**src/rtl/cond_resolve_unit.sv**
```systemverilog
// rtl/cond_resolve_unit.sv - pipelined branch-condition resolver with redirect and stats
module cond_resolve_unit #(
  parameter int DBITS        = 32,
  parameter int OP_BIT_WIDTH = 4,
  parameter int STAGES       = 2,
  parameter int TAG_BITS     = 4,
  parameter int CNT_BITS     = 16
) (
  input  logic                clk,
  input  logic                reset,
  input  logic                in_valid,
  output logic                in_ready,
  input  logic [OP_BIT_WIDTH-1:0] in_op2,
  input  logic [DBITS-1:0]    in_a,
  input  logic [DBITS-1:0]    in_b,
  input  logic                in_pred_taken,
  input  logic [DBITS-1:0]    in_target,
  input  logic [DBITS-1:0]    in_fallthru,
  input  logic [TAG_BITS-1:0] in_tag,
  input  logic                flush,
  output logic                out_valid,
  input  logic                out_ready,
  output logic                out_cond,
  output logic                out_illegal,
  output logic                out_redirect,
  output logic [DBITS-1:0]    out_redirect_pc,
  output logic [TAG_BITS-1:0] out_tag,
  input  logic                stats_clr,
  output logic [CNT_BITS-1:0] resolved_cnt,
  output logic [CNT_BITS-1:0] redirect_cnt
);

  logic signed [DBITS-1:0] sa, sb;
  logic                    base, c0_cond, c0_illegal, c0_redirect;
  logic [DBITS-1:0]        c0_pc;

  logic [STAGES-1:0]       vld, ld;
  logic [STAGES-1:0]       cond_r, illegal_r, redir_r;
  logic [DBITS-1:0]        pc_r  [STAGES];
  logic [TAG_BITS-1:0]     tag_r [STAGES];
  logic                    full;
  logic                    hs;

  assign sa = in_a;
  assign sb = in_b;

  // Decode the condition code and resolve taken/redirect for the presented request
  always_comb begin
    base       = 1'b0;
    c0_illegal = 1'b0;
    case (in_op2[2:0])
      3'b000:  base = 1'b0;
      3'b001:  base = (sa == sb);
      3'b010:  base = (sa < sb);
      3'b011:  base = (sa <= sb);
      3'b101:  base = (in_a == '0);
      3'b110:  base = in_a[DBITS-1];
      3'b111:  base = in_a[DBITS-1] | (in_a == '0);
      default: c0_illegal = 1'b1;
    endcase
    // Reserved codes never invert: they always report not-taken
    c0_cond     = c0_illegal ? 1'b0 : (base ^ in_op2[3]);
    c0_redirect = c0_illegal ? in_pred_taken : (c0_cond ^ in_pred_taken);
    c0_pc       = c0_cond ? in_target : in_fallthru;
  end

  // Elastic load enables: a stage loads if it, or any stage after it, has room or the sink drains
  always_comb begin
    ld   = '0;
    full = 1'b1;
    for (int k = STAGES - 1; k >= 0; k--) begin
      full  = full & vld[k];
      ld[k] = out_ready | ~full;
    end
  end

  assign in_ready = ld[0] & ~flush;

  // Pipeline registers: stage 0 captures the resolved result, later stages just carry it
  always_ff @(posedge clk or posedge reset) begin
    if (reset) begin
      vld       <= '0;
      cond_r    <= '0;
      illegal_r <= '0;
      redir_r   <= '0;
      for (int k = 0; k < STAGES; k++) begin
        pc_r[k]  <= '0;
        tag_r[k] <= '0;
      end
    end else begin
      if (ld[0]) begin
        vld[0]       <= in_valid & ~flush;
        cond_r[0]    <= c0_cond;
        illegal_r[0] <= c0_illegal;
        redir_r[0]   <= c0_redirect;
        pc_r[0]      <= c0_pc;
        tag_r[0]     <= in_tag;
      end
      for (int k = 1; k < STAGES; k++) begin
        if (ld[k]) begin
          vld[k]       <= vld[k-1];
          cond_r[k]    <= cond_r[k-1];
          illegal_r[k] <= illegal_r[k-1];
          redir_r[k]   <= redir_r[k-1];
          pc_r[k]      <= pc_r[k-1];
          tag_r[k]     <= tag_r[k-1];
        end
      end
      // Flush only kills valid bits; stale data is harmless once invalid
      if (flush) vld <= '0;
    end
  end

  assign out_valid       = vld[STAGES-1];
  assign out_cond        = cond_r[STAGES-1];
  assign out_illegal     = illegal_r[STAGES-1];
  assign out_redirect    = redir_r[STAGES-1];
  assign out_redirect_pc = pc_r[STAGES-1];
  assign out_tag         = tag_r[STAGES-1];

  assign hs = out_valid & out_ready & ~flush;

  // Saturating statistics; clear wins over a coincident handshake
  always_ff @(posedge clk or posedge reset) begin
    if (reset) begin
      resolved_cnt <= '0;
      redirect_cnt <= '0;
    end else if (stats_clr) begin
      resolved_cnt <= '0;
      redirect_cnt <= '0;
    end else if (hs) begin
      if (resolved_cnt != '1) resolved_cnt <= resolved_cnt + CNT_BITS'(1);
      if (out_redirect && (redirect_cnt != '1)) redirect_cnt <= redirect_cnt + CNT_BITS'(1);
    end
  end

endmodule

```
**config.mk**
```make
export PLATFORM = sky130hd
export DESIGN_NAME = cond_resolve_unit
export DESIGN_NICKNAME = d
export VERILOG_FILES = /design/src/rtl/cond_resolve_unit.sv
export SDC_FILE = /design/constraint.sdc
export NUM_CORES = 1
export LEC_CHECK = 0
export CAP_MARGIN = 20
export CORE_MARGIN = 2
export CORE_UTILIZATION = 42
export CTS_CLUSTER_SIZE = 30
export DETAILED_ROUTE_END_ITERATION = 8
export HOLD_SLACK_MARGIN = 0.12
export PLACE_DENSITY_LB_ADDON = 0.3
export SYNTH_ARGS = -nofsm -noshare
export SYNTH_HDL_FRONTEND = slang
export SYNTH_SLANG_ARGS = --single-unit
```
**constraint.sdc**
```tcl
create_clock -name clk -period 3.8 [get_ports clk]
set_input_delay 0.76 -clock clk [delete_from_list [all_inputs] [get_ports clk]]
set_output_delay 0.76 -clock clk [all_outputs]
set_load 0.005 [all_outputs]
```
After elaboration in Yosys (flattened, before gate mapping) --
Index checks and enable logic that the tools add are counted.
Word-level totals: flip-flop bits (word level) 112, word-level logic and storage cells 65, bits of input ports 143, output and inout port bits 73
Operators by class: mux-type cells 14, order comparisons 2, bitwise gates (word level) 13, equal/unequal tests 9, add/sub/neg operators 2, reduce and logical (&&, ||, !) cells 11
Operators by type and width (count):
- $mux 16 | 6
- $add 16x1->16 const B | 2
- $eq 32x32->1 | 1
- $le 32x32->1 | 1
- $logic_not 32->1 | 1
- $lt 32x32->1 | 1
- $mux 32 | 1
- $ne 16x16->1 const B | 2
- $reduce_bool 2->1 | 5
- $eq 3x3->1 const B | 3
- $reduce_or 7->1 | 1
- $eq 3x2->1 const B | 2
- $pmux 1 s6 | 1
- $and 1x1->1 | 5
- $mux 1 | 5
- $reduce_and 2->1 | 2
- $eq 3x1->1 const B | 1
- $logic_not 3->1 | 1
- $not 1->1 | 3
- $or 1x1->1 | 3
- $mux 2 | 1
- $xor 1x1->1 | 2
- $logic_and 1x1->1 | 1

Logic depth before layout (Yosys ltp) --
Gate-level depths: netlist of the first run.
word-level depth 7, gate-level depth with buffers 11, mapped depth without buffers 9

Worst setup path after synthesis of the first run --
OpenSTA, ideal clock, no wires.
path kind input-to-reg, from input port in_b[31], to register redir_r[0], stages on the path 10, library setup time 82 ps, data arrival time 2903 ps, setup slack 815 ps, required time 3718 ps, cell sequence inv_1 > ha_1 > nand4_2 > or4_1 > a21oi_1 > o31ai_1 > and3_1 > buf_6 > or4_1 > a31oi_1
On the way: longest elaborated chain between the ends 6
RTL lines:
- start: declaration | RTL line 15 | input logic [DBITS-1:0] in_b,
- $le 32x32->1, or another cell as far along | RTL line 55 | 3'b011: base = (sa <= sb);
- $pmux 1 s6 * | RTL line 51 | case (in_op2[2:0])
- $xor 1x1->1 * | RTL line 62 | c0_cond = c0_illegal ? 1'b0 : (base ^ in_op2[3]);
- $mux 1 * | RTL line 62
- $xor 1x1->1 * | RTL line 63 | c0_redirect = c0_illegal ? in_pred_taken : (c0_cond ^ in_pred_taken);
- $mux 1 * | RTL line 63
- end signal: assignment | RTL line 95 | redir_r[0] <= c0_redirect;
- end signal: indexed assignment | RTL line 104 | redir_r[k] <= redir_r[k-1];
- end: declaration | RTL line 38 | logic [STAGES-1:0] cond_r, illegal_r, redir_r;
Mark *: on every way between the ends. The rest lies on a longest branch, timed or not. A chain may end at the register's enable or synchronous reset.

Worst setup path in the final report of the first run --
from input port in_a[31], to register pc_r[49] in the netlist's numbering
On the way: longest elaborated chain between the ends 6
RTL lines:
- start: declaration | RTL line 14 | input logic [DBITS-1:0] in_a,
- parallel branches: the longest is 2 deep, another holds $le 32x32->1
- $pmux 1 s6 * | RTL line 51
- $xor 1x1->1 * | RTL line 62
- $mux 1 * | RTL line 62
- $mux 32 * | RTL line 64 | c0_pc = c0_cond ? in_target : in_fallthru;
- end signal: indexed assignment | RTL line 105 | pc_r[k] <= pc_r[k-1];
- end: declaration | RTL line 39 | logic [DBITS-1:0] pc_r [STAGES];
Every way passes the cells marked *.

==> results.sh, run 1 <==
export IMPL_synth_top_area_share_pct=43.7
export IMPL_period_minus_slack_ns=3.32
export IMPL_mostFrequentLayoutCells="clkdlybuf4s50_1 (215), nand2_1 (153), dfrtp_1 (112), nor2_1 (81), a21oi_1 (50)"
export IMPL_cts_root_buf="clkbuf_16"
export IMPL_coreArea_sq_um=15000
export IMPL_timing_final_crit_share_pct=87.3
export IMPL_area_delta_synth_final_pct=39.6
export IMPL_clk_pin_slew_ns=0.07
export IMPL_internal_power_mw=2.36
export IMPL_hp_class="reg2reg"
export IMPL_hold_violations=0
export IMPL_grt_overflow=0
export IMPL_p_sw_share_pct=25.4
export IMPL_antenna_found_initial=0
export IMPL_ys_warn_count=0
export IMPL_netlist_area_sq_um=6410
export IMPL_initial_core_util_pct=42.7
export IMPL_drt_iter0_drc=333
export IMPL_clockBufferDepth=2
export IMPL_synth_edf_count=0
export IMPL_postCtsSetupBuffers=0
export IMPL_setup_viol=0
export IMPL_num_rows=45
export IMPL_cts_resized=0
export IMPL_clock_latency_ns=0.35
export IMPL_max_freq_ghz=0.301
export IMPL_power_density_nw_per_um2=354
export IMPL_leakagePower_nw=3.97
export IMPL_worstSetupPathType="in2reg"
export IMPL_vias_per_cell=5.35
export IMPL_num_antenna_cells=0
export IMPL_relSlewSlack_pct=42.4
export IMPL_seqPwrFrac_pct=44.0
export IMPL_synth_seq_cells=112
export IMPL_power_switching_mw=0.804
export IMPL_firstDrtPassIters=5
export IMPL_tightest_slew_ns=0.857
export IMPL_via_count=5897
export IMPL_multi_input_area_sq_um=3070
export IMPL_layout_commonest_cell="clkdlybuf4s50_1"
export IMPL_drc=0
export IMPL_cts_tree="done"
export IMPL_die_x_um=128
export IMPL_peakVddDrop_v=0.000279
export IMPL_antenna_left=0
export IMPL_status="finished, final reports clean"
export IMPL_postSynthAreaPerCell_sq_um=8.65
export IMPL_grt_pass1_vias=5604
export IMPL_wl_per_cell_um=15.8
export IMPL_cp_max_fo=20
export IMPL_ys_types=47
export IMPL_routed_wl_um=17400
export IMPL_ys_top_cells_by_area="dfrtp_1 (44%), nand2_1 (9.0%), ha_1 (6.6%), nor2_1 (4.8%), a41oi_1 (4.4%)"
export IMPL_chipHeight_um=128
export IMPL_grt_pass1_wl_um=28400
export IMPL_crit_required_ns=4.03
export IMPL_rsz0062_at_grt="false"
export IMPL_worst_setup_path_end_kind="flip-flop"
export IMPL_comb_power_share_pct=21.7
export IMPL_holdWs_ns=0.466
export IMPL_dp_hpwl_um=13200
export IMPL_drv_cap=0
export IMPL_synth_area_leader_cell="dfrtp_1"
export IMPL_cts_made_buffers=9
export IMPL_synthCells=741
export IMPL_grt_usage_pct=22.0
export IMPL_die_area_sq_um=16300
export IMPL_gp_congestion=0.853
export IMPL_grt_max_degree=50
export IMPL_ff2ff_setup_slack_ns=1.41
export IMPL_ff_latch_area_sq_um=2800
export IMPL_async_flop_share_pct=100
export IMPL_drv_slew=0
export IMPL_ys_flop_type="dfrtp_1"
export IMPL_synth_seq_area_share_pct=43.7
export IMPL_power_share_clock_pct=34.3
export IMPL_cts_htree_levels=3
export IMPL_finalNetCount=1088
export IMPL_cts_sinks=112
export IMPL_syn_nets=918
export IMPL_hold_buffers=0
export IMPL_fill_cells=1333
export IMPL_io_pins=216
export IMPL_arrival_ns=3.55
export IMPL_skew_ns=0.00650
export IMPL_drive_above_1_share_pct=5.14
export IMPL_io_buffer_count=215
export IMPL_setup_tns_ns=0
export IMPL_worstSetupStartpointType="input port"
per-stage QoR:
step	total power [mW]	std cells	cell area, sq um	worst slack, ns	util, %
2_1_floorplan	1.77	741	6410	0.0810	-
3_3_place_gp	2.09	1088	8610	0.180	57.3
3_5_place_dp	2.11	1088	8610	0.117	57.3
4_1_cts	3.20	1103	8950	0.505	59.5
5_1_grt	3.33	1103	8950	0.268	59.5
6_report	3.17	1103	8950	0.481	59.5
final cells by class:
class / instances / share of cell area, %
Sequential cell: 112 / 31.3
Clock inverter: 5 / 1.16
Tap cell: 188 / 2.63
Inverter: 40 / 1.71
Timing Repair Buffer: 236 / 26.2
Clock buffer: 10 / 2.67
Multi-Input combinational cell: 512 / 34.3
synthesized netlist by cell type (all sizes together), types with 4 or more instances:
master / instances
nor4: 9
inv: 40
o31ai: 36
nand4: 15
clkbuf: 33
o21ai: 6
dfrtp: 112
xor2: 22
nor2: 82
a41oi: 32
a21oi: 50
nand3: 19
xnor2: 7
ha: 34
nand2: 153
a31oi: 4
buf: 44
and2: 5
routing by layer:
metal,wire [um],global-route usage [%]
met1,7300,28.1
met2,8470,37.1
met5,0,0
met4,333,7.05
met3,1340,5.32
worst max-delay path, cell delays in order:
cell	delay, ns
clkdlybuf4s50_1	0.48
ha_1	0.45
nand4_2	0.18
nor4_2	0.43
a31oi_1	0.16
a31oi_1	0.33
o221ai_4	0.16
buf_4	0.25
o31ai_1	0.25
a21oi_1	0.10
sequential cells by signal, summed over array words and instances (netlist names):
| signal | cells |
|---|---|
| redirect_cnt | 16 |
| resolved_cnt | 16 |
| vld | 2 |
| redir_r | 2 |
| illegal_r | 2 |
| out_redirect_pc | 32 |
| tag_r | 4 |
| cond_r | 2 |
| pc_r | 32 |
| out_tag | 4 |
power groups by stage:
stage                     Combinational, mW  Clock, mW  Sequential [mW]
after floorplan                       0.381          0             1.39
after global placement                0.681          0             1.41
after detailed placement              0.691          0             1.42
after CTS                             0.694       1.11             1.39
after global routing                  0.757       1.16             1.41
final                                 0.686       1.09             1.39
cells by family (layout without fill, tap and decap cells):
kind of cell	count (synthesis)	in the layout	synth area share, %
XOR/XNOR	29	29	3.96
AND/OR/NAND/NOR	302	302	20.4
buffers and inverters	117	291	9.15
AO/OA/AOI/OAI	145	145	15.9
adder cells (fa/ha/maj)	34	34	6.63
multiplexers	2	2	0.312
flip-flops	112	112	43.7
path summary, 6_finish.rpt:
kind	from	to	cells past startpoint
worst min-delay path	out_redirect_pc[17]	out_redirect_pc[17]	2
worst max register to register	resolved_cnt[3]	resolved_cnt[5]	7
worst max-delay path	in_a[31]	pc_r[49]	10
worst min register to register	out_redirect_pc[17]	out_redirect_pc[17]	2
min in group asynchronous	reset	pc_r[38]	2
max in group asynchronous	reset	illegal_r[0]	3
(Power assumes the default switching activity.)
==> run 2, diff against run 1 <==
- CORE_MARGIN: 2 -> default
- GPL_TIMING_DRIVEN: default -> 0
- HOLD_SLACK_MARGIN: 0.12 -> 0.08
==> results.sh, run 2 (synthesized netlist as in run 1, its figures left out) <==
export IMPL_hold_buffers=0
export IMPL_max_freq_ghz=0.280
export IMPL_die_area_sq_um=15800
export IMPL_num_rows=44
export IMPL_multi_input_area_sq_um=3050
export IMPL_path_common_cell="a21oi_1"
export IMPL_finalNetCount=1143
export IMPL_grt_overflow=0
export IMPL_setup_viol=0
export IMPL_cts_tree="done"
export IMPL_antenna_left=0
export IMPL_gp_congestion=0.859
export IMPL_clk_pin_slew_ns=0.07
export IMPL_antenna_found_initial=0
export IMPL_violations="design-rule violations"
export IMPL_hold_path_startpoint="cond_r[1]"
export IMPL_cts_sinks=112
export IMPL_crit_required_ns=4.08
export IMPL_reg2reg_depth=7
export IMPL_hold_path_depth=2
export IMPL_cts_made_buffers=9
export IMPL_hp_class="reg2reg"
export IMPL_peakVddDrop_v=0.000211
export IMPL_power_density_nw_per_um2=340
export IMPL_grt_max_degree=68
export IMPL_cts_root_buf="clkbuf_16"
export IMPL_r2r_end="resolved_cnt[5]"
export IMPL_num_antenna_cells=0
export IMPL_path_cells="clkdlybuf4s50_1 -> inv_1 -> ha_1 -> a21oi_1 -> o21ai_1 -> a221o_1 -> o31ai_1 -> a311o_1 -> clkbuf_1 -> a41oi_1 -> a21oi_1"
export IMPL_via_count=6062
export IMPL_firstDrtPassIters=9
export IMPL_slowest_stage="o31ai_1"
export IMPL_layout_commonest_cell="clkdlybuf4s50_1"
export IMPL_cts_htree_levels=3
export IMPL_crit_start="in_b[5]"
export IMPL_initial_core_util_pct=43.6
export IMPL_mostFrequentLayoutCells="clkdlybuf4s50_1 (213), nand2_1 (153), dfrtp_1 (112), nor2_1 (82), a21oi_1 (50)"
export IMPL_leakagePower_nw=4.08
export IMPL_worstSetupPathType="in2reg"
export IMPL_grt_usage_pct=23.0
export IMPL_chipHeight_um=126
export IMPL_drive_above_1_share_pct=7.22
export IMPL_ff_latch_area_sq_um=2800
export IMPL_io_buffer_count=213
export IMPL_setup_tns_ns=0
export IMPL_die_x_um=126
export IMPL_worst_setup_path_end_kind="flip-flop"
export IMPL_area_delta_synth_final_pct=42.4
export IMPL_worstSetupStartpointType="input port"
export IMPL_ff2ff_setup_slack_ns=1.33
export IMPL_clock_latency_ns=0.35
export IMPL_utilization_pct=62.1
export IMPL_drt_iter0_drc=289
export IMPL_coreArea_sq_um=14700
export IMPL_arrival_ns=3.85
export IMPL_vias_per_cell=5.25
export IMPL_dp_hpwl_um=13300
export IMPL_clockBufferDepth=2
export IMPL_cts_resized=0
export IMPL_drv_slew=0
export IMPL_tightest_slew_ns=0.915
export IMPL_drv_cap=0
export IMPL_max_stage_delay_ns=0.51
export IMPL_r2r_start="resolved_cnt[3]"
export IMPL_routed_wl_um=17500
export IMPL_hold_violations=0
export IMPL_status="finished with violations"
export IMPL_fill_cells=1314
export IMPL_rsz0062_at_grt="false"
export IMPL_drc=12
export IMPL_timing_final_crit_share_pct=93.9
export IMPL_grt_pass1_wl_um=28900
export IMPL_relSlewSlack_pct=38.5
export IMPL_postCtsSetupBuffers=0
export IMPL_grt_pass1_vias=5867
export IMPL_skew_ns=0.00504
export IMPL_min_to="cond_r[1]"
export IMPL_wl_per_cell_um=15.1
export IMPL_io_pins=216
export IMPL_period_minus_slack_ns=3.57
export IMPL_cp_max_fo=10
export IMPL_power_total_mw=3.11
==> run 2: cell count changes in the layout (fill, tap and decap cells not counted), moves of 3 or more <==
cell | previous run | this run
buf_1 | 0 | 3
clkinvlp_4 | 0 | 3
buf_12 | 3 | 0
buf_4 | 18 | 36
buf_2 | 0 | 4
clkbuf_1 | 0 | 29
clkbuf_2 | 0 | 4
==> run 2: power by group <==
group | switching (mW) | internal [mW]
Combinational | 0.321 | 0.444
Clock | 0.434 | 0.525
Sequential | 0.0674 | 1.32
==> run 2: worst max-delay path by stage <==
| stage | end | slack [ns] | depth (start not counted) |
|---|---|---|---|
| floorplan | cond_r[0] | 0.08 | 1 |
| global placement | out_redirect_pc[20] | -1.64 | 2 |
| detailed placement | pc_r[51] | -0.35 | 10 |
| CTS | pc_r[51] | 0.02 | 10 |
| global route | pc_r[51] | 0.004 | 11 |
| finish | pc_r[51] | 0.23 | 11 |
==> run 2: metal layers <==
metal	GRT usage [%]	wire length, um	vias up	part of all wire, %
met5	0	0	-	0
met4	6.60	290	0	1.7
met3	4.88	1170	20	6.7
met2	39.2	8570	222	49
met1	29.3	7450	2832	43
li1	-	-	2988	-
==> run 2: through the flow <==
| stage | cells | cell area (sq um) | setup WS (ns) | hold slack [ns] |
|---|---|---|---|---|
| 2_1_floorplan | 741 | 6410 | 0.0810 | 0.439 |
| 3_3_place_gp | 1138 | 8770 | -1.64 | 0.450 |
| 3_5_place_dp | 1139 | 8800 | -0.346 | 0.455 |
| 4_1_cts | 1154 | 9100 | 0.0248 | 0.472 |
| 5_1_grt | 1154 | 9130 | 0.00431 | 0.490 |
| 6_report | 1154 | 9130 | 0.231 | 0.466 |
==> run 2: worst max-delay path, delay by kind of cell <==
kind,cells,cell delay (ns)
AO/OA/AOI/OAI,7,1.95
adder cells (fa/ha/maj),1,0.28
buffers and inverters,3,0.86
==> run 2: cell type report <==
cell class	instances	share of cell area, %
clock buffer	10	2.62
tap	184	2.52
timing repair buffer	214	23.7
clock inverter	5	0.630
buffer	77	4.84
multi-input combinational	512	33.4
sequential	112	30.7
inverter	40	1.67
